[src/rtl/spi_regfile_peripheral_if.sv]
// SPI pin bundle for the register-file peripheral.
//   sclk    : SPI clock from the controller (mode 0, idles low)
//   copi    : controller-out data, MSB first
//   ncs     : chip select, active-low
//   cipo    : peripheral-out read data
//   cipo_oe : pad output enable for cipo
// The master modport is the SPI controller side; the slave modport is the peripheral.
interface spi_regfile_peripheral_if;
  logic sclk;
  logic copi;
  logic ncs;
  logic cipo;
  logic cipo_oe;

  modport master (output sclk, output copi, output ncs, input cipo, input cipo_oe);
  modport slave  (input sclk, input copi, input ncs, output cipo, output cipo_oe);
endinterface

[src/rtl/spi_regfile_peripheral.sv]
// SPI mode-0 register-file peripheral.
// Frame: R/W bit (1=write), ADDR_W address bits, then DATA_W-bit words, all MSB first.
// Writes commit a word into the register file on its last bit; reads stream
// register contents out on cipo. Bursts auto-increment the address.
// Ports:
//   clk, rst   : system clock, synchronous active-high reset
//   spi        : SPI pins (slave modport: sclk/copi/ncs in, cipo/cipo_oe out)
//   reg_q      : flat register contents, reg k at [k*DATA_W +: DATA_W]
//   wr_strobe  : one-cycle pulse per committed register write
//   wr_addr    : address of the committed write, valid with wr_strobe
//   frame_err  : one-cycle pulse when a frame ends mid-field
//   addr_err   : one-cycle pulse when a word targets an address >= NUM_REGS
module spi_regfile_peripheral #(
  parameter int NUM_REGS    = 8,
  parameter int ADDR_W      = 7,
  parameter int DATA_W      = 8,
  parameter int SYNC_STAGES = 2
) (
  input  logic                       clk,
  input  logic                       rst,
  spi_regfile_peripheral_if.slave    spi,
  output logic [NUM_REGS*DATA_W-1:0] reg_q,
  output logic                       wr_strobe,
  output logic [ADDR_W-1:0]          wr_addr,
  output logic                       frame_err,
  output logic                       addr_err
);

  // One counter serves both the address field and the data-word bit count.
  localparam int MAX_W = (ADDR_W > DATA_W) ? ADDR_W : DATA_W;
  localparam int CNT_W = $clog2(MAX_W + 1);
  localparam int IDX_W = (NUM_REGS > 1) ? $clog2(NUM_REGS) : 1;
  localparam logic [ADDR_W:0]   NREGS_L   = (ADDR_W+1)'(NUM_REGS);
  localparam logic [ADDR_W-1:0] LAST_ADDR = ADDR_W'(NUM_REGS - 1);

  typedef enum logic [1:0] {S_IDLE, S_CMD, S_ADDR, S_DATA} state_t;

  // ---------------- input synchronisers + edge detect ----------------
  // ncs chain resets low so a frame already running at reset release never
  // produces a falling edge: ncs has to be seen high first.
  logic [SYNC_STAGES-1:0] sclk_pipe, copi_pipe, ncs_pipe;
  logic                   sclk_d, ncs_d;
  logic                   sclk_s, copi_s, ncs_s;
  logic                   sclk_rise, sclk_fall, ncs_fall;

  always_ff @(posedge clk) begin
    if (rst) begin
      sclk_pipe <= '0;
      copi_pipe <= '0;
      ncs_pipe  <= '0;
      sclk_d    <= 1'b0;
      ncs_d     <= 1'b0;
    end else begin
      sclk_pipe <= {sclk_pipe[SYNC_STAGES-2:0], spi.sclk};
      copi_pipe <= {copi_pipe[SYNC_STAGES-2:0], spi.copi};
      ncs_pipe  <= {ncs_pipe[SYNC_STAGES-2:0],  spi.ncs};
      sclk_d    <= sclk_pipe[SYNC_STAGES-1];
      ncs_d     <= ncs_pipe[SYNC_STAGES-1];
    end
  end

  assign sclk_s    = sclk_pipe[SYNC_STAGES-1];
  assign copi_s    = copi_pipe[SYNC_STAGES-1];
  assign ncs_s     = ncs_pipe[SYNC_STAGES-1];
  assign sclk_rise =  sclk_s & ~sclk_d;
  assign sclk_fall = ~sclk_s &  sclk_d;
  assign ncs_fall  = ~ncs_s  &  ncs_d;

  // ---------------- frame engine ----------------
  state_t                           state;
  logic                             rw;
  logic [ADDR_W-1:0]                addr;
  logic [CNT_W-1:0]                 bit_cnt;   // bits seen in current field (rising edges)
  logic [CNT_W-1:0]                 out_cnt;   // bits driven of current read word (falling edges)
  logic [DATA_W-1:0]                sh_in;
  logic [DATA_W-1:0]                sh_out;
  logic [NUM_REGS-1:0][DATA_W-1:0]  regs;
  logic                             cipo_q, cipo_oe_q;

  logic [DATA_W-1:0] word_in;
  logic [DATA_W-1:0] rd_word;
  logic [ADDR_W-1:0] addr_inc;
  logic [IDX_W-1:0]  idx;
  logic              addr_ok;

  always_comb begin
    word_in  = DATA_W'({sh_in, copi_s});
    addr_ok  = ({1'b0, addr} < NREGS_L);
    idx      = IDX_W'(addr);
    rd_word  = addr_ok ? regs[idx] : '0;
    // In-range addresses wrap inside the file; out-of-range ones just count on.
    addr_inc = (addr_ok && addr == LAST_ADDR) ? '0 : addr + 1'b1;
  end

  always_ff @(posedge clk) begin
    if (rst) begin
      state     <= S_IDLE;
      rw        <= 1'b0;
      addr      <= '0;
      bit_cnt   <= '0;
      out_cnt   <= '0;
      sh_in     <= '0;
      sh_out    <= '0;
      regs      <= '0;
      cipo_q    <= 1'b0;
      cipo_oe_q <= 1'b0;
      wr_strobe <= 1'b0;
      wr_addr   <= '0;
      frame_err <= 1'b0;
      addr_err  <= 1'b0;
    end else begin
      wr_strobe <= 1'b0;
      frame_err <= 1'b0;
      addr_err  <= 1'b0;
      if (ncs_s) begin
        // In ADDR the R/W bit has already arrived, so any abort there is malformed.
        if (state == S_ADDR || (state == S_DATA && bit_cnt != '0))
          frame_err <= 1'b1;
        state     <= S_IDLE;
        cipo_q    <= 1'b0;
        cipo_oe_q <= 1'b0;
        bit_cnt   <= '0;
        out_cnt   <= '0;
      end else if (ncs_fall) begin
        state   <= S_CMD;
        bit_cnt <= '0;
        out_cnt <= '0;
      end else begin
        unique case (state)
          S_IDLE: ;
          S_CMD: if (sclk_rise) begin
            rw    <= copi_s;
            state <= S_ADDR;
          end
          S_ADDR: if (sclk_rise) begin
            addr <= ADDR_W'({addr, copi_s});
            if (bit_cnt == CNT_W'(ADDR_W - 1)) begin
              state     <= S_DATA;
              bit_cnt   <= '0;
              cipo_oe_q <= ~rw;
            end else begin
              bit_cnt <= bit_cnt + 1'b1;
            end
          end
          S_DATA: begin
            if (sclk_rise) begin
              sh_in <= word_in;
              if (bit_cnt == CNT_W'(DATA_W - 1)) begin
                bit_cnt <= '0;
                if (rw) begin
                  if (addr_ok) begin
                    regs[idx] <= word_in;
                    wr_strobe <= 1'b1;
                    wr_addr   <= addr;
                  end else begin
                    addr_err <= 1'b1;
                  end
                  addr <= addr_inc;
                end
              end else begin
                bit_cnt <= bit_cnt + 1'b1;
              end
            end else if (sclk_fall && !rw) begin
              if (out_cnt == '0) begin
                // Word boundary: fetch the register and present its MSB.
                cipo_q <= rd_word[DATA_W-1];
                sh_out <= rd_word << 1;
                if (!addr_ok) addr_err <= 1'b1;
                if (DATA_W == 1) addr    <= addr_inc;
                else             out_cnt <= CNT_W'(1);
              end else begin
                cipo_q <= sh_out[DATA_W-1];
                sh_out <= sh_out << 1;
                if (out_cnt == CNT_W'(DATA_W - 1)) begin
                  out_cnt <= '0;
                  addr    <= addr_inc;
                end else begin
                  out_cnt <= out_cnt + 1'b1;
                end
              end
            end
          end
          default: state <= S_IDLE;
        endcase
      end
    end
  end

  assign reg_q       = regs;
  assign spi.cipo    = cipo_q;
  assign spi.cipo_oe = cipo_oe_q;

endmodule

[src/flat_wrapper.sv]
// flat-port wrapper written by rule: the top's interface ports become plain ports
module spi_regfile_peripheral_flat 
#(
  parameter int NUM_REGS    = 8,
  parameter int ADDR_W      = 7,
  parameter int DATA_W      = 8,
  parameter int SYNC_STAGES = 2
)
  (clk, rst, reg_q, wr_strobe, wr_addr, frame_err, addr_err, spi_sclk, spi_copi, spi_ncs, spi_cipo, spi_cipo_oe);
  spi_regfile_peripheral_if spi_i ();
  input  logic clk;
  input  logic rst;
  output logic [NUM_REGS*DATA_W-1:0] reg_q;
  output logic wr_strobe;
  output logic [ADDR_W-1:0] wr_addr;
  output logic frame_err;
  output logic addr_err;
  input wire logic [$bits(spi_i.sclk)-1:0] spi_sclk;
  input wire logic [$bits(spi_i.copi)-1:0] spi_copi;
  input wire logic [$bits(spi_i.ncs)-1:0] spi_ncs;
  output wire logic [$bits(spi_i.cipo)-1:0] spi_cipo;
  output wire logic [$bits(spi_i.cipo_oe)-1:0] spi_cipo_oe;
  assign spi_i.sclk = spi_sclk;
  assign spi_i.copi = spi_copi;
  assign spi_i.ncs = spi_ncs;
  assign spi_cipo = spi_i.cipo;
  assign spi_cipo_oe = spi_i.cipo_oe;
  spi_regfile_peripheral #(.NUM_REGS(NUM_REGS), .ADDR_W(ADDR_W), .DATA_W(DATA_W), .SYNC_STAGES(SYNC_STAGES)) u_core (.clk(clk), .rst(rst), .spi(spi_i), .reg_q(reg_q), .wr_strobe(wr_strobe), .wr_addr(wr_addr), .frame_err(frame_err), .addr_err(addr_err));
endmodule
[config.mk]
export PLATFORM = sky130hd
export DESIGN_NAME = spi_regfile_peripheral_flat
export DESIGN_NICKNAME = d
export VERILOG_FILES = /design/src/rtl/spi_regfile_peripheral_if.sv /design/src/rtl/spi_regfile_peripheral.sv /design/src/flat_wrapper.sv
export SDC_FILE = /design/constraint.sdc
export NUM_CORES = 1
export LEC_CHECK = 0
export ABC_AREA = 1
export BUFFER_PORTS_ARGS = -buffer_cell sky130_fd_sc_hd__buf_2
export CELL_PAD_IN_SITES_DETAIL_PLACEMENT = 1
export CELL_PAD_IN_SITES_GLOBAL_PLACEMENT = 1
export CORE_UTILIZATION = 41
export CTS_CLUSTER_DIAMETER = 50
export DETAILED_ROUTE_END_ITERATION = 12
export PLACE_DENSITY_LB_ADDON = 0.1
export SYNTH_ARGS = -nofsm -noshare
export SYNTH_HDL_FRONTEND = slang
export SYNTH_SLANG_ARGS = --single-unit
[constraint.sdc]
create_clock -name clk -period 1.7 [get_ports clk]
set_input_delay 0.34 -clock clk [delete_from_list [all_inputs] [get_ports clk]]
set_output_delay 0.34 -clock clk [all_outputs]
set_load 0.01 [all_outputs]
* After elaboration in Yosys (flattened, before gate mapping) *
Index checks and enable logic that the tools add are counted.

word-level totals
  word-level logic and storage cells = 127
  memory bits (writable) = 0
  bits in registers = 117
  latch bits = 0
  bits in read-only memories = 0
  output and inout bits = 76
  input bits = 5
  memories = 0

cells by class
  shift operators = 0
  bitwise gates (word level) = 11
  reduce and logical (&&, ||, !) cells = 27
  eq/ne operators = 19
  multiplexer cells = 37
  add/subtract/negate cells = 3
  $mul = 0
  $lt $le $gt $ge = 3
  div/mod/pow operators = 0

operator list
  cell                   number
  $bwmux W64             1
  $mux W7                8
  $mux W8                4
  $bmux W8 S3            1
  $demux W8 S3           1
  $mux W4                6
  $reduce_and A4 Y1      6
  $pmux W7 S2            1
  $eq A4 B3 Y1 const B   3
  $ne A3 B2 Y1 const B   4
  $mux W1                10
  $reduce_and A9 Y1      1
  $add A4 B1 Y4 const B  2
  $not A1 Y1             8
  $pmux W4 S2            1
  $add A7 B1 Y7 const B  1
  $eq A7 B3 Y1 const B   1
  $lt A7 B4 Y1 const B   1
  $reduce_and A7 Y1      1
  $reduce_or A7 Y1       1
  $mux W2                3
  $ne A2 B1 Y1 const B   3
  $ne A3 B1 Y1 const B   2
  $ne A3 B3 Y1 const B   2
  other kinds (19)       28

* Logic depth before layout (Yosys ltp) *
Gate-level depths: netlist (run 1).

  depth in word-level cells = 8
  gate-level depth with buffers = 10
  mapped depth without buffers = 9

* Least setup slack after synthesis (run 1) *
OpenSTA, ideal clock, no wires.

  path kind = register to register
  from = register u_core.state[0]
  to = register u_core.sh_out[4]
  path buffers = 1
  arrival = 1.478 ns
  setup time = 0.132 ns
  required time = 1.568 ns
  stages on the path, launching flop included = 8
  period minus slack after synthesis = 1.610 ns
  slack = 0.090 ns
  cells stage by stage = dfxtp_1 -> ha_1 -> inv_1 -> nor2_1 -> nand2_1 -> buf_2 -> o21ai_0 -> a21oi_1

on the way
  cells in the longest elaborated chain, start to end = 2

ends and longest elaborated chain
  element                             line                           source
  start, declared                     spi_regfile_peripheral.sv:70   state_t state;
  start signal, assigned              spi_regfile_peripheral.sv:97   state <= S_IDLE;
  start signal, assigned              spi_regfile_peripheral.sv:119  state <= S_IDLE;
  start signal, assigned              spi_regfile_peripheral.sv:125  state <= S_CMD;
  $eq A2 B2 Y1                        spi_regfile_peripheral.sv:129  unique case (state)
  $reduce_and A5 Y1 (no source line)  -
  end signal, assigned                spi_regfile_peripheral.sv:167  sh_out <= rd_word << 1;
  end signal, assigned                spi_regfile_peripheral.sv:173  sh_out <= sh_out << 1;
  end, declared                       spi_regfile_peripheral.sv:76   logic [DATA_W-1:0] sh_out;

No other way between the ends.
A chain may end at the register's enable or synchronous reset.

* Worst setup path after layout (run 1) *
  from = register u_core.state[1]
  to = register u_core.addr[2]

on the way
  cells in the longest elaborated chain, start to end = 3
  elaborated cells on any way between the ends = 11
  classes of those cells = 8 x eq/ne; 1 x mux; 2 x reduce/logical

ends and longest elaborated chain
  element                                                      line                           source
  $eq A2 B2 Y1                                                 spi_regfile_peripheral.sv:129
  $ne A3 B3 Y1 (no source line), or another cell as far along  -
  $reduce_and A9 Y1 (no source line)                           -
  end signal, assigned                                         spi_regfile_peripheral.sv:136  addr <= ADDR_W'({addr, copi_s});
  end signal, assigned                                         spi_regfile_peripheral.sv:158  addr <= addr_inc;
  end signal, assigned                                         spi_regfile_peripheral.sv:169  if (DATA_W == 1) addr <= addr_inc;
  end, declared                                                spi_regfile_peripheral.sv:72   logic [ADDR_W-1:0] addr;

Several ways; a longest one is shown, not always the timed one.

==> flow_summary_export.csv, run 1 <==
group,metric,value,unit
min_path,min-delay-start,"spi_ncs",
place,io_buffers,80,
sta,fin_skew,10.6,ps
min_path,hold_class,"in2reg",
grt,grt_pass1_vias,6028,
synthesis,syn_inst,886,
floorplan,num_rows,43,
routing,drt_pass1_iterations,4,
setup_path,path_class,"reg2reg",
finish,antenna_cells,0,
synthesis,synthArstFlopShare,0,%
clocking,cts_buffers,17,
finish,fin_area,7470,µm²
routing,num_vias,6124,
job,max-cap-violations,0,
floorplan,num_io_pins,81,
setup_path,worstPathArrival,1940,ps
synthesis,yosysWarningCount,0,
clocking,htreeDepth,4,
floorplan,die_x,121,µm
setup_path,worstPathRequired,2010,ps
grt,grt_pass1_wl,31.2,mm
grt,global_route.usage.met1,33.3,%
sta,period_needed,1630,ps
grt,antenna_found_initial,0,
grt,grt.busiest_layer,"met2",
synthesis,synth.most_common_cell,"nand2_1",
sta,rsz0062_at_grt,"yes",
setup_path,timing.rr.start,"u_core.state[1]$_SDFFE_PP0P_",
synthesis,synth_cell_type_count,34,
sta,fin_setup_tns,0,ps
grt,grtUsageTotal,28.1,%
routing,drt_iter0_drc,311,
clocking,clk_pin_slew_worst_paths,60,ps
clocking,cts_tree,"built",
routing,wire_per_inst,17.1,µm
grt,grt_util_met2,49.8,%
floorplan,start_util,42.0,%
min_path,holdPathStages,3,
pwr,cellLeakagePower,0.00408,µW
setup_path,r2r-end,"u_core.addr[2]$_SDFFE_PP0P_",
sta,worstMarginPinSlew,643,ps
setup_path,cp-start-kind,"register",
setup_path,reg2reg_depth,10,
place,hpwl,14.2,mm
grt,grt_start_max_net_pins,40,
pwr,power_density,932,nW/µm²
routing,ant_nets,0,
sta,relSlewSlack,57.1,%
synthesis,synth_area_leader_cell,"dfxtp_1",
sta,finalSetupViolCount,0,
sta,period_share,95.6,%
pwr,max-vdd-ir-drop,0.720,mV
synthesis,synth_fp_nets,901,
clocking,cts_root_buf,"clkbuf_16",
finish,drive_gt1_share,20.7,%
floorplan,die_h,121,µm
grt,grt_use_met3,5.31,%
synthesis,synth_common_cells,"256 x nand2_1, 194 x nor2_1, 116 x dfxtp_1",
synthesis,yosysTopAreaCellShare,39.8,%
finish,n_fill_cell,1888,
outcome,status,"completed",
sta,drv_slew,0,
clocking,clkSinkCount,116,
synthesis,synth-edff-count,0,
clocking,post_cts_buffers,0,
routing,drc,0,
grt,grt.overflow.total,0,
synthesis,syn-cell-area,5830,µm²
place,gp_congestion,0.846,
synthesis,postSynthAreaPerCell,6.58,µm²
synthesis,synth_top_flop_cell,"dfxtp_1",
setup_path,r2r_slack,70,ps
synthesis,synth_area_leaders,"dfxtp_1 40%, nand2_1 16%, nor2_1 12%",
routing,via_per_inst,5.13,
finish,nets,1016,
sta,fmax,615,MHz
place,dpl_cell_area,6700,µm²
clocking,worstSkewPairLatency,430,ps
floorplan,coreArea,13900,µm²
routing,wl,20.4,mm
sta,hold_violations,0,
setup_path,endpoint_kind,"register",
synthesis,synth-seq-cells,116,
synthesis,seq_area_frac_synth,39.8,%
floorplan,fp.dieArea,14700,µm²
finish,area_growth,28.1,%
setup_path,cp_max_fo,10,
min_path,holdPathEnd,"u_core.ncs_pipe[0]$_SDFF_PP0_",
clocking,cts.path.max_buffers,2,
power by group:
part | switching (µW) | internal (µW) | leakage [µW]
clock | 1400 | 2200 | 0.000279
combinational | 382 | 191 | 0.00286
sequential | 36.1 | 2750 | 0.000939
total | 1820 | 5140 | 0.00408
state kept, by name (all words and copies together), names as in the netlist, 2 cells and up:
name,flops
u_core.out_cnt,4
u_core.sclk_pipe,2
u_core.sh_in,7
u_core.ncs_pipe,2
u_core.copi_pipe,2
u_core.wr_addr,7
u_core.bit_cnt,4
u_core.state,2
u_core.addr,7
u_core.sh_out,7
u_core.reg_q,64
how the worst max path moves through the flow:
stage	to	slack (ps)	start	cells past startpoint
3_5_place_dp	u_core.reg_q[10]$_SDFFE_PP0P_	5	u_core.bit_cnt[0]$_SDFFE_PP0P_	8
5_1_grt	u_core.addr[2]$_SDFFE_PP0P_	-40	u_core.state[0]$_SDFFE_PP0P_	10
3_3_place_gp	u_core.reg_q[25]$_SDFFE_PP0P_	100	u_core.state[0]$_SDFFE_PP0P_	7
6_report	u_core.addr[2]$_SDFFE_PP0P_	70	u_core.state[1]$_SDFFE_PP0P_	10
4_1_cts	u_core.addr[2]$_SDFFE_PP0P_	10	u_core.out_cnt[0]$_SDFFE_PP0P_	10
2_1_floorplan	u_core.sh_out[4]$_SDFFE_PP0P_	90	u_core.state[0]$_SDFFE_PP0P_	7
cells in the final DEF, fill, tap and decap left out, types with 4 or more instances in the layout:
| cell | netlist | final |
|---|---|---|
| dfxtp_2 | 0 | 7 |
| inv_1 | 115 | 115 |
| ha_1 | 10 | 6 |
| inv_2 | 4 | 5 |
| clkinvlp_4 | 0 | 4 |
| o211ai_1 | 12 | 12 |
| buf_4 | 1 | 42 |
| a21oi_1 | 25 | 25 |
| clkbuf_16 | 0 | 17 |
| o21ai_0 | 36 | 34 |
| nand4_1 | 8 | 8 |
| nand3_1 | 36 | 35 |
| nand2_1 | 256 | 256 |
| buf_12 | 0 | 8 |
| nor2_1 | 194 | 190 |
| nand4_4 | 8 | 11 |
| dfxtp_1 | 116 | 109 |
| nor2_2 | 3 | 6 |
| buf_2 | 13 | 80 |
routing by layer:
layer	up-vias	part of all wire, %
met4	0	2.2
met2	134	52
met1	2993	43
met5	-	0
met3	35	3.5
li1	2962	-
timing repair:
| action | 4_1_cts | 5_1_grt |
|---|---|---|
| hold buffers | 0 | 0 |
| endpoints found under the setup margin | 10 | 80 |
| resized for setup | 2 | 24 |
| endpoints found under the hold margin | 0 | 0 |
| gates cloned | 0 | 6 |
| pin swaps | 0 | 3 |
cell families after synthesis:
| logic type | count (synthesis) | synth area share (%) |
|---|---|---|
| AOI/OAI and AO/OA | 80 | 7.58 |
| xor gates and xnor gates | 1 | 0.150 |
| adders and majority gates | 10 | 2.15 |
| buffers and inverters | 161 | 11.7 |
| DFF | 116 | 39.8 |
| and+or+nand+nor | 518 | 38.6 |
metrics by stage:
step | setup slack, ps | util, % | power, µW | hold WS [ps] | std cells
after floorplan | 89.5 | - | 3150 | 388 | 886
after global placement | 101 | 48.3 | 3360 | 403 | 1156
after detailed placement | 5.14 | 48.3 | 3380 | 403 | 1156
after CTS | 11.9 | 52.6 | 6970 | 126 | 1188
after global routing | -40.1 | 53.8 | 7190 | 145 | 1194
final | 74.6 | 53.8 | 6960 | 125 | 1194
area by class of cell:
| type | count | area, µm² | share of cell area [%] |
|---|---|---|---|
| Timing Repair Buffer | 130 | 876 | 11.7 |
| Multi-Input combinational cell | 615 | 2990 | 40.0 |
| Inverter | 121 | 454 | 6.08 |
| Tap cell | 180 | 225 | 3.02 |
| Clock buffer | 18 | 439 | 5.88 |
| Clock inverter | 14 | 153 | 2.04 |
| Sequential cell | 116 | 2330 | 31.2 |
critical path, stage by stage (launching register included):
cell	delay, ps
dfxtp_1	370
buf_4	150
ha_2	210
inv_1	70
nor2_1	140
o21ai_2	90
nand3_1	110
buf_4	180
nand2_1	70
inv_1	60
nor2_1	50
Power figures use the tool's default switching activity.
==> inputs of run 2 (changes only) <==
Clock period 1.7 ns to 1.53 ns, I/O delays scaled along.
==> run 2 against run 1 <==
The flow now finishes with violations (setup timing). First-iteration DRC count is 13% higher. Non-clock buffer count is 28 higher. Wire length rose by 10%. Critical endpoint unchanged. Sequential cell count did not move. Largest power group unchanged. Highest routed layer unchanged. Clock skew down 3.0 ps.
==> flow_summary_export.csv, run 2 (same netlist as run 1, synthesis figures left out) <==
group,metric,value,unit
finish,layout_commonest_cell,"nand2_1",
finish,fin_area,8100,µm²
min_path,hold_class,"in2reg",
pwr,p_comb_share,10.1,%
pwr,p_sw_share,27.7,%
routing,drt_pass1_iterations,5,
sta,worstMarginPinSlew,696,ps
clocking,cts.path.max_buffers,2,
finish,n_fill_cell,1833,
place,io_buffers,80,
setup_path,cp_num_buf_inv,3,
routing,via_per_inst,5.22,
pwr,p_clk_share,50.0,%
setup_path,endpoint_kind,"register",
finish,multi_input_area,3310,µm²
sta,relSlewSlack,53.6,%
min_path,holdPathStages,3,
pwr,max-vdd-ir-drop,0.728,mV
sta,period_share,105,%
sta,whs,87.2,ps
sta,period_needed,1610,ps
pwr,seqPwrFrac,39.9,%
routing,ant_nets,0,
setup_path,slowest_delay,360,ps
sta,drv_slew,0,
finish,fin_util,58.3,%
sta,finalSetupViolCount,19,
grt,grt_pass1_vias,6522,
routing,drc,0,
pwr,power_density,961,nW/µm²
sta,fin_skew,7.59,ps
setup_path,slowest_stage,"dfxtp_4",
finish,area_growth,38.9,%
sta,setup_ws,-78.2,ps
clocking,clkSinkCount,116,
clocking,clk_pin_slew_worst_paths,60,ps
setup_path,cp_max_fo,3,
floorplan,num_rows,43,
finish,nets,1047,
sta,hold_violations,0,
setup_path,path_class,"reg2reg",
routing,drt_iter0_drc,352,
place,hpwl,14.2,mm
grt,grt_start_max_net_pins,49,
setup_path,cp_cell_sequence,"buf_4, ha_4, nor2_1, nor2_2, buf_4, buf_4, nand4_1, nand2_1, nor2_1",
grt,grt_pass1_wl,33.3,mm
routing,wl,22.4,mm
grt,grtUsageTotal,30.0,%
finish,drive_gt1_share,31.0,%
pwr,power,7780,µW
pwr,internal-power,5620,µW
pwr,p_switching,2160,µW
outcome,status,"complete, but fails checks",
routing,wire_per_inst,18.3,µm
setup_path,worstPathArrival,1950,ps
setup_path,cp.depth,9,
setup_path,cp-start-kind,"register",
setup_path,path_delay_family,"simple AND/OR/NAND/NOR gates",
clocking,worstSkewPairLatency,430,ps
clocking,cts_root_buf,"clkbuf_16",
outcome,violations,"setup timing",
sta,rsz0062_at_grt,"yes",
floorplan,coreArea,13900,µm²
floorplan,die_x,121,µm
floorplan,num_io_pins,81,
grt,antenna_found_initial,0,
pwr,cellLeakagePower,0.00426,µW
sta,fmax,622,MHz
setup_path,reg2reg_depth,9,
clocking,ctsHoldBuffers,0,
setup_path,cpMostUsedCell,"buf_4",
clocking,cts_tree,"built",
finish,ff_latch_area,2350,µm²
grt,grt.overflow.total,0,
place,gp_congestion,0.810,
clocking,htreeDepth,4,
place,dpl_cell_area,6790,µm²
finish,final_cell_mix,"223 x nand2_1, 158 x nor2_1, 111 x inv_1",
finish,largest_reg_flops,64,
floorplan,fp.dieArea,14700,µm²
job,max-cap-violations,0,
routing,num_vias,6397,
finish,antenna_cells,0,
floorplan,start_util,42.0,%
clocking,cts_buffers,17,
setup_path,worstPathRequired,1870,ps
floorplan,die_h,121,µm
run 2: changes by cell type in the layout (fill, tap and decap cells not counted), sizes merged:
cell | before | now
buf | 130 | 157
bufinv | 2 | 1
clkinv | 6 | 8
clkinvlp | 4 | 3
inv | 123 | 124
nand4 | 22 | 24
nor2 | 201 | 202
run 2: what timing repair did:
action | in CTS | in global routing
setup endpoints to repair | 79 | 91
cloned | 10 | 2
gates resized for setup | 40 | 101
setup buffers | 4 | 11
pin swaps | 17 | 41
run 2: through the flow:
stage / std cells / setup WS, ps / TNS (ps)
final: 1225 / -78.2 / -437
after global routing: 1225 / -157 / -4390
after CTS: 1212 / -43.4 / -365
after detailed placement: 1166 / -321 / -3120
after global placement: 1166 / -276 / -731
after floorplan: 886 / 1.57 / 0
run 2: power by group through the flow:
stage	clock [µW]	combinational, µW	sequential, µW
2_1_floorplan	0	357	3140
3_3_place_gp	0	611	3150
3_5_place_dp	0	627	3160
4_1_cts	3940	681	3100
5_1_grt	4070	842	3100
6_report	3890	785	3100
run 2: final cells by class:
class	count	share of cell area, %
Multi-Input combinational cell	618	40.9
Sequential cell	116	29.0
Timing Repair Buffer	158	14.5
Inverter	121	5.67
Clock buffer	17	5.25
Tap cell	180	2.78
Clock inverter	15	1.85
run 2: tightest hold or removal path, cell delays in order:
cell	delay [ps]
buf_2	80
inv_1	30
nor2_1	60
run 2: worst paths after layout:
path	from	end	slack (ps)
worst min register to register	u_core.ncs_pipe[0]$_SDFF_PP0_	u_core.ncs_pipe[1]$_SDFF_PP0_	400
worst min-delay path	spi_ncs	u_core.ncs_pipe[0]$_SDFF_PP0_	90
worst max register to register	u_core.state[1]$_SDFFE_PP0P_	u_core.addr[2]$_SDFFE_PP0P_	-80
worst max-delay path	u_core.state[1]$_SDFFE_PP0P_	u_core.addr[2]$_SDFFE_PP0P_	-80
run 2: routing by layer:
metal / track usage [%] / part of all wire (%) / up-vias / wire length, µm
li1: - / - / 3041 / -
met1: 33.5 / 40 / 3110 / 8950
met2: 53.0 / 52 / 183 / 11600
met3: 7.47 / 4.4 / 63 / 992
met5: 0 / 0 / - / 0
met4: 14.6 / 4.1 / 0 / 919
